===== config.mk =====
export PLATFORM = sky130hd
export DESIGN_NAME = vx_lane_sequencer
export DESIGN_NICKNAME = d
export VERILOG_FILES = /design/src/rtl/vx_lane_sequencer.sv
export SDC_FILE = /design/constraint.sdc
export NUM_CORES = 1
export LEC_CHECK = 0
export BUFFER_PORTS_ARGS = -buffer_cell sky130_fd_sc_hd__buf_2
export CORE_AREA = 2 2 47 49
export CTS_CLUSTER_DIAMETER = 60
export CTS_CLUSTER_SIZE = 28
export DETAILED_ROUTE_END_ITERATION = 8
export DIE_AREA = 0 0 49 51
export PLACE_DENSITY_LB_ADDON = 0.3
export SYNTH_ARGS = -nofsm -noshare
export SYNTH_HDL_FRONTEND = slang
export SYNTH_SLANG_ARGS = --single-unit

===== constraint.sdc =====
create_clock -name clk -period 1.5 [get_ports clk]
set_input_delay 0.3 -clock clk [delete_from_list [all_inputs] [get_ports clk]]
set_output_delay 0.3 -clock clk [all_outputs]
set_load 0.05 [all_outputs]

===== src/rtl/vx_lane_sequencer.sv =====
// ---------------------------------------------------------------------------
// vx_lane_sequencer
//
// Breaks a per-warp active-lane mask into beats of at most BATCH lanes for a
// narrow downstream resource (shared LSU port, SFU, ...). Each beat holds the
// lowest-numbered lanes of the request that have not been issued yet. Only
// one request is in flight. The next request is accepted in the same cycle
// that the last beat of the current one is consumed, so back-to-back
// requests run without a bubble.
//
// Parameters
//   NUM_LANES : lanes per request (>= 1)
//   BATCH     : maximum lanes per output beat (1 .. NUM_LANES)
//   TAG_WIDTH : width of the opaque request tag (>= 1)
//
// Ports
//   clk, reset        : clock and synchronous active-high reset
//   in_valid/in_ready : request handshake. in_ready depends combinationally
//                       on out_ready.
//   in_mask, in_tag   : lanes to issue and the request tag
//   out_valid/ready   : beat handshake
//   out_mask          : lanes in this beat (a subset of the request mask)
//   out_count         : popcount of out_mask
//   out_tag           : tag of the owning request
//   out_last          : marks the final beat of the request
// ---------------------------------------------------------------------------
module vx_lane_sequencer #(
    parameter int NUM_LANES = 4,
    parameter int BATCH     = 1,
    parameter int TAG_WIDTH = 8,
    localparam int CNT_W    = $clog2(BATCH + 1)
) (
    input  logic                 clk,
    input  logic                 reset,
    input  logic                 in_valid,
    input  logic [NUM_LANES-1:0] in_mask,
    input  logic [TAG_WIDTH-1:0] in_tag,
    output logic                 in_ready,
    output logic                 out_valid,
    output logic [NUM_LANES-1:0] out_mask,
    output logic [CNT_W-1:0]     out_count,
    output logic [TAG_WIDTH-1:0] out_tag,
    output logic                 out_last,
    input  logic                 out_ready
);

    typedef enum logic {
        S_IDLE = 1'b0,
        S_BUSY = 1'b1
    } state_t;

    state_t                 state_q,     state_d;
    logic [NUM_LANES-1:0]   rem_mask_q,  rem_mask_d;
    logic [TAG_WIDTH-1:0]   tag_q,       tag_d;
    logic [NUM_LANES-1:0]   out_mask_q,  out_mask_d;
    logic [CNT_W-1:0]       out_count_q, out_count_d;
    logic                   out_last_q,  out_last_d;

    // Batch-selection datapath
    logic [NUM_LANES-1:0]   sel_src;
    logic [NUM_LANES-1:0]   sel_left;
    logic [NUM_LANES-1:0]   sel_excl;
    logic [NUM_LANES-1:0]   sel_pick;
    logic [NUM_LANES-1:0]   sel_batch;
    logic [CNT_W-1:0]       sel_count;
    logic                   sel_last;

    logic                   beat_fire;

    assign out_valid = (state_q == S_BUSY);
    assign beat_fire = out_valid && out_ready;
    assign in_ready  = (state_q == S_IDLE) || (beat_fire && out_last_q);

    // A new request is the source either when idle or when the current
    // request's last beat leaves. In every other case the source is the set
    // of lanes that are still outstanding.
    assign sel_src = ((state_q == S_IDLE) || out_last_q) ? in_mask : rem_mask_q;

    // Find-first chain. Each stage keeps the single lowest set lane of what
    // is left: src & ~exclusive_prefix_or(src). It then removes that lane for
    // the next stage. Stages that find no lane contribute nothing, so the
    // count equals the number of stages that found a lane.
    always_comb begin
        sel_left  = sel_src;
        sel_excl  = '0;
        sel_pick  = '0;
        sel_batch = '0;
        sel_count = '0;
        for (int b = 0; b < BATCH; b++) begin
            sel_excl = '0;
            for (int l = 1; l < NUM_LANES; l++) begin
                sel_excl[l] = sel_excl[l-1] | sel_left[l-1];
            end
            sel_pick  = sel_left & ~sel_excl;
            sel_batch = sel_batch | sel_pick;
            sel_count = sel_count + CNT_W'(|sel_pick);
            sel_left  = sel_left & ~sel_pick;
        end
        sel_last = (sel_left == '0);
    end

    // Next-state logic and beat loading
    always_comb begin
        state_d     = state_q;
        rem_mask_d  = rem_mask_q;
        tag_d       = tag_q;
        out_mask_d  = out_mask_q;
        out_count_d = out_count_q;
        out_last_d  = out_last_q;

        case (state_q)
            S_IDLE: begin
                if (in_valid) begin
                    out_mask_d  = sel_batch;
                    out_count_d = sel_count;
                    out_last_d  = sel_last;
                    rem_mask_d  = sel_left;
                    tag_d       = in_tag;
                    state_d     = S_BUSY;
                end
            end
            S_BUSY: begin
                if (out_ready) begin
                    if (!out_last_q || in_valid) begin
                        // Either the next beat of this request, or the first
                        // beat of a new request that follows without a gap.
                        out_mask_d  = sel_batch;
                        out_count_d = sel_count;
                        out_last_d  = sel_last;
                        rem_mask_d  = sel_left;
                        if (out_last_q) begin
                            tag_d = in_tag;
                        end
                    end else begin
                        state_d = S_IDLE;
                    end
                end
            end
            default: state_d = S_IDLE;
        endcase
    end

    always_ff @(posedge clk) begin
        if (reset) begin
            state_q     <= S_IDLE;
            rem_mask_q  <= '0;
            tag_q       <= '0;
            out_mask_q  <= '0;
            out_count_q <= '0;
            out_last_q  <= 1'b0;
        end else begin
            state_q     <= state_d;
            rem_mask_q  <= rem_mask_d;
            tag_q       <= tag_d;
            out_mask_q  <= out_mask_d;
            out_count_q <= out_count_d;
            out_last_q  <= out_last_d;
        end
    end

    assign out_mask  = out_mask_q;
    assign out_count = out_count_q;
    assign out_tag   = tag_q;
    assign out_last  = out_last_q;

endmodule


; After elaboration in Yosys (flattened, before gate mapping)
; Cells that the tools add are included.
[totals]
regBits = 19
out_inout_bits = 16
elab_cells = 53
[classes]
n_eq_ne = 4
n_mux = 26
bitwise = 7
n_reduce_logical = 10
[op_table]
columns = op, count
row1 = two-way mux 8 bit, 4
row2 = two-way mux 4 bit, 7
row3 = one-hot mux 4 bit (2 select lines), 2
row4 = one-hot mux 8 bit (2 select lines), 1
row5 = two-way mux 1 bit, 9
row6 = AND 4 bit, 2
row7 = NOT 4 bit, 2
row8 = one-hot mux 1 bit (2 select lines), 3
row9 = zero test 4 bit, 1
row10 = inequality test 2 x 1 -> 1 bit (second input constant), 2
row11 = inequality test 2 bit (second input constant), 2
row12 = AND reduction 4 bit, 1
row13 = OR reduction 4 bit, 1
row14 = logical OR 1 bit, 3
row15 = AND reduction 3 bit, 1
row16 = logical AND 1 bit, 2
row17 = bitwise OR 1 bit, 2
row18 = zero test 1 bit, 1
row19 = NOT 1 bit, 1

; Logic depth before layout (Yosys ltp)
; Gate-level depths: netlist of run 1.
[logic_depth]
ltp_word = 13
ltp_mapped = 5

; Least setup slack after synthesis of run 1
; Ideal clock, no wire load.
[synth_path]
path_kind = flip-flop to flip-flop
startpoint = reg state_q, in the netlist out_valid
endpoint = reg out_mask_q[3], in the netlist out_mask[3]
setup_time_ns = 0.070
t_arrival_ns = 1.895
required_ns = 1.430
setup_slack_ns = -0.465
stages_incl_launch_ff = 6
n_path_buf = 1
period_less_slack_ns = 1.965
path_cell_list = dfxtp_1 > nor2b_1 > buf_6 > mux2_4 > or4b_1 > a21oi_1
[synth_between]
elab_chain_len = 10
[synth_rtl]
columns = item, line_no
row1 = "start, declared", 52  ; state_t state_q, state_d;
row2 = "start signal, assigned", 152  ; state_q <= state_d;
row3 = NOT 1 bit, --
row4 = logical OR 1 bit, 77  ; assign sel_src = ((state_q == S_IDLE) || out_last_q) ? in_mask : rem_mask_q;
row5 = two-way mux 4 bit, 77
row6 = bitwise OR 1 bit (2 in series), 92  ; sel_excl[l] = sel_excl[l-1] | sel_left[l-1];
row7 = NOT 4 bit, 94  ; sel_pick = sel_left & ~sel_excl;
row8 = AND 4 bit, 94
row9 = two-way mux 4 bit, 124  ; if (!out_last_q || in_valid) begin
row10 = two-way mux 4 bit, 123  ; if (out_ready) begin
row11 = one-hot mux 4 bit (2 select lines), 111  ; case (state_q)
row12 = "end signal, assigned", 155  ; out_mask_q <= out_mask_d;
row13 = "end, declared", 55  ; logic [NUM_LANES-1:0] out_mask_q, out_mask_d;
; Parallel ways exist; a longest one is shown, timed or not. The select of a mux whose other input is x is not followed.
; A chain may end at the register's enable or synchronous reset.

; Worst setup path in the final report of run 1
; Ends and elaborated chain as after synthesis.

==> impl_metrics.yaml, run 1 <==
worst_setup_path:
  r2r_start: "out_valid"
  cp_data_required_time_ns: 1.73
  worst_setup_path_start_kind: "flip-flop"
  cp_data_arrival_time_ns: 1.76
  r2r_end: "out_mask[3]"
  crit_path_end_kind: "flip-flop"
  cp_max_fo: 5
  r2r_setup_slack_ns: -0.02
  r2r_cells: 4
  critPathKind: "flip-flop to flip-flop"
logic_synthesis:
  synth_edf_count: 0
  syn_area_sq_um: 762
  yosysUniqueCellTypes: 26
  syn_area_per_cell_sq_um: 8.37
  ys_seq_area_share_pct: 47.3
  yosysWarnings: 0
  synth_nets: 107
  yosys_register_bits: 18
  synthArstFlopShare_pct: 0
  synth_flop_cell: "dfxtp_1"
  synthCells: 91
run:
  max_cap_viol_count: 0
power:
  switchingPower_mw: 0.386
  p_sw_share_pct: 33.3
  powerDensity_nw_per_um2: 1110
  comb_power_share_pct: 28.2
  vdd_drop_max_mv: 0.648
  p_int_mw: 0.775
  leakage_nw: 0.471
  clock_power_share_pct: 25.9
  p_seq_share_pct: 45.9
floorplan:
  rows: 17
  start_util_pct: 36.9
  die_w_um: 49
  coreArea_sq_um: 2060
  die_area_sq_um: 2500
  die_h_um: 51
  io_pins: 32
clocking:
  clockBufferDepth: 2
  clock_sinks: 18
  cts-root-buf: "clkbuf_4"
  insertion_delay_ns: 0.29
  cts_setup_buffers: 0
  numCtsBuffers: 3
  htree_levels: 1
  cts_hold_buf: 0
  tritoncts: "yes"
  clkTransAtPathRegs_ns: 0.11
timing:
  finalCritPeriodShare_pct: 101
  slew_violations: 0
  max_freq_mhz: 657
  finalHoldViolations: 0
  fin_crit_ns: 1.52
  worst_slew_pin_slew_ns: 0.323
  timing.slew.headroom_pct: 78.5
  rsz0062_at_grt: "true"
  skew_ns: 0.00499
  setup_viol: 1
  timing.final.ws_setup_ns: -0.0222
layout:
  fillers: 216
  utilization_pct: 50.5
  diodes: 0
  nNetsFinal: 145
  final_cell_area_sq_um: 1040
  area_delta_synth_final_pct: 36.8
  final_cell_mix: "buf_2, a21oi_1, dfxtp_1"
  layout_commonest_cell: "buf_2"
  drive_above_1_share_pct: 39.8
place:
  place_hpwl_um: 1360
  io_buffers: 31
  pre_cts_ws_ns: -0.0240
  gp_congestion: 0.757
  dpl_cell_area_sq_um: 991
grt:
  grt_pass1_wl_um: 2870
  antenna_found_initial: 0
  grt_use_total_pct: 14.7
  first_global_vias: 651
  grt_overflow: 0
  grt_max_degree: 19
run_status:
  violations: "negative setup slack"
  outcome: "finished, violations left"
worst_hold_path:
  holdPathStages: 3
  whs_endpoint: "out_tag[3]"
  min-delay-start: "in_tag[3]"
  hold_class: "input pin to flip-flop"
detailed_routing:
  drcViolationCount: 0
  routed_via_density: 4.98
  finalWirelength_um: 1820
  dr_total_vias: 777
  wl_per_cell_um: 11.6
  dr.pass1.iters: 4
  ant_nets: 0
  drt-initial-drc-count: 11
## state kept, by name, summed over array words and instances (netlist names)
signal,cells
out_tag,8
out_mask,4
rem_mask_q,3
out_count,1
out_last,1
out_valid,1
## cell families (layout without fill, tap and decap cells)
group / Yosys count / in the layout / share of synthesized area (%)
buf+inv: 7 / 44 / 4.43
mux: 2 / 2 / 3.45
simple gates: 35 / 35 / 22.2
flops: 18 / 18 / 47.3
compound gates: 29 / 29 / 22.7
## critical path: stages (launching register included)
cell and delay, ns:
dfxtp_4 0.38, nor2b_4 0.20, mux2_4 0.32, or4b_1 0.46, a21oi_1 0.12
## synth_stat cells, types with 2 or more instances
cell      count  area, sq um
nor2_1        4         15.0
a21oi_1      16         80.1
o21ai_0       3         15.0
nand2_1      14         52.6
o21ai_1       2         10.0
dfxtp_1      18          360
nand3_1      10         50.1
inv_1         2         7.51
clkbuf_1      3         11.3
o21a_1        2         15.0
a21bo_2       2         20.0
## how the worst max path moves through the flow
| stage | start | end | slack, ns | cells after the start |
|---|---|---|---|---|
| global placement | out_valid | out_mask[3] | 0.005 | 4 |
| global route | out_valid | out_mask[3] | -0.08 | 4 |
| floorplan | out_valid | out_mask[3] | -0.18 | 5 |
| CTS | out_valid | out_mask[3] | -0.04 | 4 |
| finish | out_valid | out_mask[3] | -0.02 | 4 |
| detailed placement | out_valid | out_mask[3] | -0.02 | 4 |
## through the flow
| step | cells | hold slack, ns | power, mW | TNS (ns) |
|---|---|---|---|---|
| 2_1_floorplan | 91 | 0.428 | 0.770 | -0.185 |
| 3_3_place_gp | 152 | 0.439 | 0.858 | 0 |
| 3_5_place_dp | 152 | 0.443 | 0.865 | -0.0240 |
| 4_1_cts | 156 | 0.242 | 1.17 | -0.0395 |
| 5_1_grt | 156 | 0.251 | 1.22 | -0.152 |
| 6_report | 156 | 0.249 | 1.16 | -0.0222 |
## layout make-up
| class | count | area (sq um) | area share, % |
|---|---|---|---|
| Sequential cell | 18 | 365 | 35.1 |
| Inverter | 2 | 7.51 | 0.720 |
| Tap cell | 28 | 35.0 | 3.36 |
| Multi-Input combinational cell | 66 | 388 | 37.2 |
| Timing Repair Buffer | 38 | 210 | 20.2 |
| Clock buffer | 4 | 36.3 | 3.48 |
## what timing repair did
item                                    CTS  global route
pin swaps                                 1             0
gates resized for setup                   2             1
endpoints found under the setup margin    2             3
## metal layers
layer / wire, um / GRT usage, %
met1: 809 / 18.5
met2: 929 / 24.9
met3: 62 / 2.05
met4: 16 / 7.14
met5: 0 / 0
## power by group through the flow
stage / Sequential [mW] / Combinational, mW / Clock [mW]
after floorplan: 0.640 / 0.130 / 0
after global placement: 0.542 / 0.316 / 0
after detailed placement: 0.544 / 0.321 / 0
after CTS: 0.533 / 0.326 / 0.311
after global routing: 0.538 / 0.353 / 0.326
final: 0.533 / 0.327 / 0.301
(Power assumes the default switching activity.)
==> run 2, diff against run 1 <==
--- a/constraint.sdc
+++ b/constraint.sdc
@@ -3,2 +3,2 @@
 set_output_delay 0.3 -clock clk [all_outputs]
-set_load 0.05 [all_outputs]
+set_load 0.01 [all_outputs]
==> impl_metrics.yaml, run 2 (synthesis results as in run 1) <==
run_status:
  outcome: "finished, violations left"
  violations: "negative setup slack"
worst_setup_path:
  worst_setup_path_start_kind: "flip-flop"
  critPathKind: "flip-flop to flip-flop"
  cp_data_arrival_time_ns: 1.79
  cp_max_fo: 5
  crit_path_max_incr_delay_ns: 0.48
  cpMaxStageDelayCell: "or4b_4"
  crit_path_end_kind: "flip-flop"
  crit_path_cell_trace: "nor2b_4, mux2_4, or4b_4, a21oi_2"
  cp_data_required_time_ns: 1.74
layout:
  largest_reg_flops: 8
  final_cell_area_sq_um: 1050
  area_delta_synth_final_pct: 37.3
  final_cell_mix: "buf_2, dfxtp_1, a21oi_1"
  drive_above_1_share_pct: 41.9
  nNetsFinal: 146
  diodes: 0
  layout_commonest_cell: "buf_2"
power:
  vdd_drop_max_mv: 0.600
  leakage_nw: 0.474
  powerDensity_nw_per_um2: 1020
grt:
  met1_usage_pct: 19.6
  use_met2_pct: 25.8
  met3_usage_pct: 3.80
  first_global_vias: 728
  grt_pass1_wl_um: 3040
  antenna_found_initial: 0
  grt_max_degree: 19
  busiest_layer: "met2"
  grt_overflow: 0
  grt_use_total_pct: 15.7
clocking:
  clockBufferDepth: 2
  insertion_delay_ns: 0.29
  clkTransAtPathRegs_ns: 0.11
  numCtsBuffers: 3
  cts-root-buf: "clkbuf_4"
  htree_levels: 1
  cts_hold_buf: 0
  clock_sinks: 18
  tritoncts: "yes"
place:
  io_buffers: 31
  pre_cts_ws_ns: -0.0522
  place_hpwl_um: 1370
  dpl_cell_area_sq_um: 981
  gp_congestion: 0.722
detailed_routing:
  drcViolationCount: 0
  routed_via_density: 4.95
  dr.pass1.iters: 4
  ant_nets: 0
  wl_per_cell_um: 11.4
  finalWirelength_um: 1800
  drt-initial-drc-count: 7
  dr_total_vias: 777
timing:
  finalHoldViolations: 0
  finalCritPeriodShare_pct: 103
  slew_violations: 0
  timing.slew.headroom_pct: 77.3
  max_freq_mhz: 645
  rsz0062_at_grt: "true"
  timing.final.ws_setup_ns: -0.0515
  worst_slew_pin_slew_ns: 0.338
  fin_crit_ns: 1.55
  setup_viol: 1
  skew_ns: 0.00406
floorplan:
  io_pins: 32
  start_util_pct: 36.9
  die_area_sq_um: 2500
  coreArea_sq_um: 2060
  die_w_um: 49
  rows: 17
  die_h_um: 51
worst_hold_path:
  hold_class: "input pin to flip-flop"
run:
  max_cap_viol_count: 0
-- run 2: layout make-up --
type / instances / area [sq um]
Tap cell: 28 / 35.0
Timing Repair Buffer: 39 / 215
Inverter: 2 / 7.51
Clock buffer: 4 / 36.3
Fill cell: 228 / 1020
Sequential cell: 18 / 363
Multi-Input combinational cell: 66 / 389
-- run 2: worst paths after layout --
kind	from	end	slack, ns	depth (start not counted)
hold reg to reg	out_tag[6]	out_tag[6]	0.46	2
hold / removal	in_tag[4]	out_tag[4]	0.25	3
setup / recovery	out_valid	out_mask[3]	-0.05	4
setup reg to reg	out_valid	out_mask[3]	-0.05	4
-- run 2: metal layers --
layer / routed length (um) / share of wire (%)
met1: 773 / 43
met2: 905 / 50
met3: 93 / 5.2
met4: 24 / 1.3
met5: 0 / 0
-- run 2: power by group --
part	switching [mW]	internal [mW]	total, mW
Sequential	0.0190	0.513	0.532
Combinational	0.124	0.114	0.238
Clock	0.151	0.148	0.299
-- run 2: repair_timing --
| item | in CTS | in global routing |
|---|---|---|
| buffers inserted | 2 | 0 |
| resized for setup | 0 | 3 |
| endpoints found under the setup margin | 1 | 4 |
-- run 2: worst max-delay path, delay by kind of cell, from the launching register on --
kind,cells,cell delay (ns)
muxes,1,0.32
and+or+nand+nor,2,0.69
AOI/OAI and AO/OA,1,0.12
DFF,1,0.36
-- run 2: stage by stage --
stage | cells | hold slack [ns] | utilization [%] | power [mW] | TNS, ns
2_1_floorplan | 91 | 0.428 | - | 0.679 | -0.0641
3_3_place_gp | 151 | 0.439 | 47.5 | 0.764 | 0
3_5_place_dp | 151 | 0.444 | 47.5 | 0.771 | -0.0522
4_1_cts | 157 | 0.245 | 50.0 | 1.08 | -0.0487
5_1_grt | 157 | 0.264 | 50.7 | 1.13 | -0.139
6_report | 157 | 0.251 | 50.7 | 1.07 | -0.0515
==> run 3, diff against run 2 <==
- CTS_CLUSTER_SIZE: 28 -> 12
- PLACE_DENSITY_LB_ADDON: 0.3 -> 0.1
==> impl_metrics.yaml, run 3 (synthesis results as in run 1) <==
timing:
  hold_ws_ns: 0.252
  setup_viol: 0
  fin_crit_ns: 1.48
  rsz0062_at_grt: "true"
  finalCritPeriodShare_pct: 98.7
  finalHoldViolations: 0
  worst_slew_pin_slew_ns: 0.364
  max_freq_mhz: 676
  tns_ns: 0
  slew_violations: 0
  timing.slew.headroom_pct: 75.7
  skew_ns: 0.00853
floorplan:
  io_pins: 32
  die_w_um: 49
  rows: 17
  die_h_um: 51
  start_util_pct: 36.9
  die_area_sq_um: 2500
  coreArea_sq_um: 2060
detailed_routing:
  routed_via_density: 4.78
  ant_nets: 0
  drcViolationCount: 0
  finalWirelength_um: 1880
  dr_total_vias: 760
  dr.pass1.iters: 4
  drt-initial-drc-count: 4
  wl_per_cell_um: 11.8
clocking:
  cts_hold_buf: 0
  insertion_delay_ns: 0.29
  clkTransAtPathRegs_ns: 0.11
  cts-root-buf: "clkbuf_4"
  numCtsBuffers: 3
  tritoncts: "yes"
  clockBufferDepth: 2
  clock_sinks: 18
  htree_levels: 1
run:
  max_cap_viol_count: 0
worst_setup_path:
  crit_path_max_incr_delay_ns: 0.47
  cp.depth: 5
  startpoint: "out_valid"
  cp_data_arrival_time_ns: 1.72
  r2r_start: "out_valid"
  critPathKind: "flip-flop to flip-flop"
  path_buf_inv: 1
  worst_setup_path_start_kind: "flip-flop"
  cp_data_required_time_ns: 1.74
  crit_path_end_kind: "flip-flop"
  r2r_cells: 5
  r2r_end: "out_mask[3]"
  crit_path_cell_trace: "nor2b_4, buf_4, mux2_2, or4b_4, a21oi_2"
  r2r_setup_slack_ns: 0.02
  cpMaxStageDelayCell: "or4b_4"
  critical_path.top_delay_family: "simple AND/OR/NAND/NOR gates"
  crit_end: "out_mask[3]"
  cp_max_fo: 4
place:
  gp_congestion: 0.752
  io_buffers: 31
  place_hpwl_um: 1330
power:
  leakage_nw: 0.489
  vdd_drop_max_mv: 0.682
  powerDensity_nw_per_um2: 1010
grt:
  grt_max_degree: 19
  first_global_vias: 689
  grt_pass1_wl_um: 3170
  grt_overflow: 0
  grt_use_total_pct: 16.6
  antenna_found_initial: 0
layout:
  drive_above_1_share_pct: 44.3
  layout_commonest_cell: "buf_2"
  final_cell_mix: "buf_2, dfxtp_1, a21oi_1"
  fillers: 220
  diodes: 0
  largest_reg_flops: 8
  area_delta_synth_final_pct: 40.7
  nNetsFinal: 148
  utilization_pct: 52.0
run_status:
  outcome: "completed"
worst_hold_path:
  min-delay-start: "in_tag[2]"
  hold_class: "input pin to flip-flop"
[run 3: where the power goes]
group          leakage (nW)  switching [mW]  internal, mW  total [mW]
clock                0.0210           0.148         0.148       0.295
sequential            0.149          0.0168         0.513       0.530
combinational         0.320           0.131         0.126       0.257
[run 3: per-stage QoR]
stage | power (mW) | worst slack, ns | area [sq um] | cells
2_1_floorplan | 0.679 | -0.0641 | 772 | 91
3_3_place_gp | 0.774 | 0.0245 | 996 | 153
3_5_place_dp | 0.779 | -0.0204 | 996 | 153
4_1_cts | 1.09 | -0.0374 | 1050 | 159
5_1_grt | 1.16 | -0.0368 | 1070 | 159
6_report | 1.08 | 0.0199 | 1070 | 159
[run 3: final cells by class]
class                      instances  area [sq um]  share of cell area (%)
clock buffer                       4          36.3                    3.38
inverter                           2          7.51                   0.700
multi-input combinational         66           400                    37.3
sequential                        18           363                    33.8
tap                               28          35.0                    3.27
timing repair buffer              41           230                    21.5
[run 3: worst min-delay path by stage]
stage                               end  cells past startpoint
after floorplan           rem_mask_q[3]                      2
after global placement       out_tag[3]                      2
after detailed placement    out_mask[2]                      2
after CTS                    out_tag[0]                      3
after global routing         out_tag[0]                      3
final                        out_tag[2]                      3
[run 3: timing repair]
item	CTS	global route
endpoints found under the setup margin	1	3
buffers inserted	2	0
pin swaps	2	2
resized for setup	0	6
[run 3: per-layer routing]
layer / global-route usage, % / vias to the layer above / wire, um
li1: - / 402 / -
met1: 23.2 / 336 / 922
met2: 24.7 / 20 / 864
met3: 2.63 / 2 / 74
met4: 8.57 / 0 / 18
met5: 0 / - / 0
[run 3: tightest hold or removal path: stages]
cell,delay [ns]
buf_2,0.09
nand3_1,0.05
a21oi_1,0.05
